[config.mk]
export PLATFORM = sky130hd
export DESIGN_NAME = comparator_seq
export DESIGN_NICKNAME = d
export VERILOG_FILES = /design/src/rtl/comparator_seq.sv
export SDC_FILE = /design/constraint.sdc
export NUM_CORES = 1
export LEC_CHECK = 0
export ABC_AREA = 1
export CELL_PAD_IN_SITES_DETAIL_PLACEMENT = 1
export CELL_PAD_IN_SITES_GLOBAL_PLACEMENT = 1
export CORE_ASPECT_RATIO = 1.5
export CORE_MARGIN = 5
export CORE_UTILIZATION = 39
export CTS_CLUSTER_DIAMETER = 80
export DETAILED_ROUTE_END_ITERATION = 16
export PLACE_DENSITY = 0.87
export SYNTH_ARGS = -nofsm -noshare
export SYNTH_HDL_FRONTEND = slang
export SYNTH_SLANG_ARGS = --single-unit
[constraint.sdc]
create_clock -name clk -period 3.1 [get_ports clk]
set_input_delay 0.62 -clock clk [delete_from_list [all_inputs] [get_ports clk]]
set_output_delay 0.62 -clock clk [all_outputs]
set_load 0.05 [all_outputs]
[src/rtl/comparator_seq.sv]
// Purpose : multi-cycle magnitude comparator, CHUNK bits per cycle, MSB chunk first, early exit on first differing chunk.
// Latency : done pulses in the cycle after edge k+m (m = chunks examined, 1..NCHUNK); ready returns at edge k+m+1.
// Backpr. : start is only accepted while ready=1; requests during RUN/DONE are dropped, nothing is queued.
module comparator_seq #(
    parameter int WIDTH = 16,
    parameter int CHUNK = 4
) (
    input  logic             clk,
    input  logic             rst_n,
    input  logic             start,
    input  logic [WIDTH-1:0] a,
    input  logic [WIDTH-1:0] b,
    input  logic             signed_mode,
    output logic             ready,
    output logic             done,
    output logic             eq,
    output logic             lt,
    output logic             gt
);

    localparam int NCHUNK = WIDTH / CHUNK;
    localparam int IW     = (NCHUNK > 1) ? $clog2(NCHUNK) : 1;
    localparam logic [IW-1:0]    LAST_IDX = IW'(NCHUNK - 1);
    localparam logic [WIDTH-1:0] SIGN_BIT = WIDTH'(1) << (WIDTH - 1);

    // Operands must split into whole chunks.
    if ((CHUNK < 1) || (WIDTH % CHUNK != 0)) begin : g_bad_chunk
        $error("comparator_seq: WIDTH must be a positive multiple of CHUNK");
    end

    typedef enum logic [1:0] {
        IDLE = 2'd0,
        RUN  = 2'd1,
        DONE = 2'd2
    } state_t;

    state_t            state_q, state_d;
    logic [WIDTH-1:0]  a_q, a_d;
    logic [WIDTH-1:0]  b_q, b_d;
    logic [IW-1:0]     idx_q, idx_d;
    logic              eq_q, eq_d;
    logic              lt_q, lt_d;
    logic              gt_q, gt_d;

    // The operand registers shift left by one chunk per step, so the chunk
    // under test always sits at the top. The signed-mode MSB inversion is
    // applied once at capture time; it only ever lands in chunk 0.
    logic [CHUNK-1:0]  a_chunk;
    logic [CHUNK-1:0]  b_chunk;

    assign a_chunk = a_q[WIDTH-1 -: CHUNK];
    assign b_chunk = b_q[WIDTH-1 -: CHUNK];

    // State, operand, index and result registers; reset aborts any compare.
    always_ff @(posedge clk or negedge rst_n) begin
        if (!rst_n) begin
            state_q <= IDLE;
            a_q     <= '0;
            b_q     <= '0;
            idx_q   <= '0;
            eq_q    <= 1'b0;
            lt_q    <= 1'b0;
            gt_q    <= 1'b0;
        end else begin
            state_q <= state_d;
            a_q     <= a_d;
            b_q     <= b_d;
            idx_q   <= idx_d;
            eq_q    <= eq_d;
            lt_q    <= lt_d;
            gt_q    <= gt_d;
        end
    end

    // Next-state logic: accept in IDLE, walk chunks in RUN, pulse in DONE.
    always_comb begin
        state_d = state_q;
        a_d     = a_q;
        b_d     = b_q;
        idx_d   = idx_q;
        eq_d    = eq_q;
        lt_d    = lt_q;
        gt_d    = gt_q;
        unique case (state_q)
            IDLE: begin
                if (start) begin
                    a_d     = signed_mode ? (a ^ SIGN_BIT) : a;
                    b_d     = signed_mode ? (b ^ SIGN_BIT) : b;
                    idx_d   = '0;
                    state_d = RUN;
                end
            end
            RUN: begin
                if (a_chunk != b_chunk) begin
                    eq_d    = 1'b0;
                    lt_d    = (a_chunk < b_chunk);
                    gt_d    = (a_chunk > b_chunk);
                    state_d = DONE;
                end else if (idx_q == LAST_IDX) begin
                    eq_d    = 1'b1;
                    lt_d    = 1'b0;
                    gt_d    = 1'b0;
                    state_d = DONE;
                end else begin
                    idx_d   = idx_q + IW'(1);
                    a_d     = a_q << CHUNK;
                    b_d     = b_q << CHUNK;
                end
            end
            DONE: begin
                state_d = IDLE;
            end
            default: begin
                state_d = IDLE;
            end
        endcase
    end

    assign ready = (state_q == IDLE);
    assign done  = (state_q == DONE);
    assign eq    = eq_q;
    assign lt    = lt_q;
    assign gt    = gt_q;

endmodule

==> impl_metrics.py <==
metrics = {
    "status": {
        "status": "finished clean",
    },
    "run": {
        "drv_cap": 0,
    },
    "critical_path": {
        "reg2reg_depth": 7,
        "cp_slowest_cell": "clkdlybuf4s50_1",
        "worstPathArrival_ns": 1.66,
        "start_kind": "flip-flop",
        "cp-end-kind": "output pin",
        "crit_buf_inv": 1,
        "critPathMaxFanout": 3,
        "cp_top_family": "buffers and inverters",
        "cp.depth": 2,
        "criticalPathCategory": "reg -> out",
        "path_cells": "nor2_1 -> clkdlybuf4s50_1",
        "cp_slowest_stage_delay_ns": 0.82,
        "required_ns": 2.48,
        "r2r-end": "a_q[14]",
        "reg2reg_slack_ns": 1.10,
        "crit_path_end": "ready",
        "timing.rr.start": "a_q[15]",
        "worstSetupStartpoint": "state_q[0]",
    },
    "global_routing": {
        "grt_pass1_vias": 1885,
        "grt_max_degree": 40,
        "grt_use_total_pct": 16.8,
        "grt_pass1_wl_um": 8560,
        "antenna_found_initial": 0,
        "grt_overflow_total": 0,
    },
    "cts": {
        "cts_max_level": 2,
        "cts_made_buffers": 5,
        "cts_resized": 0,
        "cts_root_buffer": "clkbuf_8",
        "hold_buffers": 0,
        "clock_path_buffers": 2,
        "postCtsSetupBuffers": 0,
        "cts_sinks": 39,
        "path_clk_slew_ns": 0.07,
        "clk_latency_ns": 0.29,
        "tritoncts": "built",
    },
    "finish": {
        "n_antenna_cell": 0,
        "nets": 350,
        "areaGrowthSynthToFinish_pct": 26.2,
        "fin_cells": 378,
        "drive_gt1_share_pct": 5.16,
    },
    "detailed_routing": {
        "vias_per_cell": 4.82,
        "drtIter0Drc": 49,
        "drt_wl_total_um": 4920,
        "final_antenna_net_count": 0,
        "route.detailed.drc": 0,
        "wl_per_cell_um": 13.0,
        "first_pass_iters": 4,
        "route.vias.total": 1821,
    },
    "synthesis": {
        "synth_area_leaders": "dfrtp_1 49%, nand2_1 28%, nand3_1 9.5%",
        "avgSynthCellArea_um2": 7.38,
        "yosysWarnings": 0,
        "synth_most_common_cell": "nand2_1",
        "synth_fp_nets": 313,
        "synth_top_area_cell": "dfrtp_1",
        "synth_edf_count": 0,
        "ys.flop_type": "dfrtp_1",
        "synthTopCellsByCount": "150 x nand2_1, 39 x dfrtp_1, 38 x nand3_1",
        "synth_cells": 272,
        "synth_top_area_share_pct": 48.6,
        "synthArstFlopShare_pct": 100,
        "netlist_area_mm2": 0.00201,
        "ys_ff_latch": 39,
        "yosysUniqueCellTypes": 18,
        "ys_seq_area_share_pct": 48.6,
    },
    "timing": {
        "clock_skew_ns": 0.00321,
        "setup_tns_ns": 0,
        "layout_min_cycle_time_ns": 2.28,
        "rsz0062_at_grt": "no",
        "slew_headroom_pct": 41.1,
        "finalMaxSlewViolations": 0,
        "hold_slack_ns": 0.446,
        "setup_viol": 0,
        "tightest_slew_ns": 0.883,
        "fmax_mhz": 439,
        "finalHoldViolCount": 0,
        "final.period_utilization_pct": 73.5,
    },
    "die": {
        "ioPinCount": 41,
        "die-area_mm2": 0.00671,
        "start_util_pct": 39.5,
        "die_w_um": 68.6,
        "die_h_um": 97.9,
        "rows": 32,
        "core_mm2": 0.00508,
    },
    "place": {
        "placedCellCount": 370,
        "io_buffers": 40,
        "dp_hpwl_um": 3350,
        "place.gp.congestion": 0.736,
    },
    "pwr": {
        "p_leak_nw": 1.36,
        "irDropWorstVdd_mv": 0.388,
        "powerDensity_mw_per_mm2": 927,
    },
    "min_path": {
        "hold_class": "in -> async",
    },
}
==> cells in the final DEF, fill, tap and decap left out, drive strengths merged <==
master           n
a21oi            2
buf              3
clkbuf           8
clkdlybuf4s50   39
dfrtp           39
ha               5
inv             12
nand2          152
nand3           39
nor2             7
o21ai            2
o21bai           1
or2              1
==> kinds of logic after synthesis <==
| kind of cell | after synthesis | synth area share (%) |
|---|---|---|
| compound gates | 5 | 1.37 |
| fa+ha+maj | 5 | 3.12 |
| simple gates | 199 | 41.0 |
| buf+inv | 24 | 5.86 |
| flops | 39 | 48.6 |
==> worst register-to-register path, cell delays in order, from the launching register on <==
cell     delay [ns]
dfrtp_1        0.39
ha_1           0.31
nand2_1        0.09
nor2_2         0.18
nand3_4        0.36
nand2_4        0.40
nand2_1        0.13
nand2_1        0.08
==> registers in the layout (all words and copies together), names as in the netlist <==
name / count
state_q: 2
a_q: 16
eq: 1
gt: 1
b_q: 16
idx_q: 2
lt: 1
==> layer usage <==
layer	track usage (%)	share of wire, %
met5	0	0
met4	7.81	2.4
met3	3.68	4.0
met2	29.1	55
met1	18.9	39
==> worst min path at each step <==
| stage | slack (ns) | startpoint | endpoint |
|---|---|---|---|
| global route | 0.52 | rst_n | eq |
| global placement | 0.48 | a_q[0] | a_q[0] |
| CTS | 0.47 | rst_n | a_q[13] |
| detailed placement | 0.49 | a_q[0] | a_q[0] |
| floorplan | 0.32 | rst_n | a_q[0] |
| finish | 0.45 | rst_n | b_q[10] |
==> cell type report <==
| type | instances | area, um2 |
|---|---|---|
| clock buffers | 8 | 100 |
| flip-flops and latches | 39 | 976 |
| repair buffers | 42 | 410 |
| inverters | 12 | 47.5 |
| multi-input cells | 209 | 913 |
| well taps | 68 | 85.1 |
| fillers | 644 | 2550 |
==> where the power goes <==
group	internal, W	total, W	switching, W
combinational	0.000380	0.00110	0.000719
clock	0.000203	0.000378	0.000174
sequential	0.000741	0.000872	0.000130
==> through the flow <==
step	setup WS (ns)	instance area, um2	utilization (%)	total power [W]
detailed placement	1.03	2430	47.8	0.00199
floorplan	1.12	2010	-	0.00169
CTS	0.803	2530	49.8	0.00239
global route	0.736	2530	49.8	0.00258
global placement	1.06	2430	47.8	0.00193
finish	0.822	2530	49.8	0.00235
No activity file was read; power rests on OpenSTA's default activity.
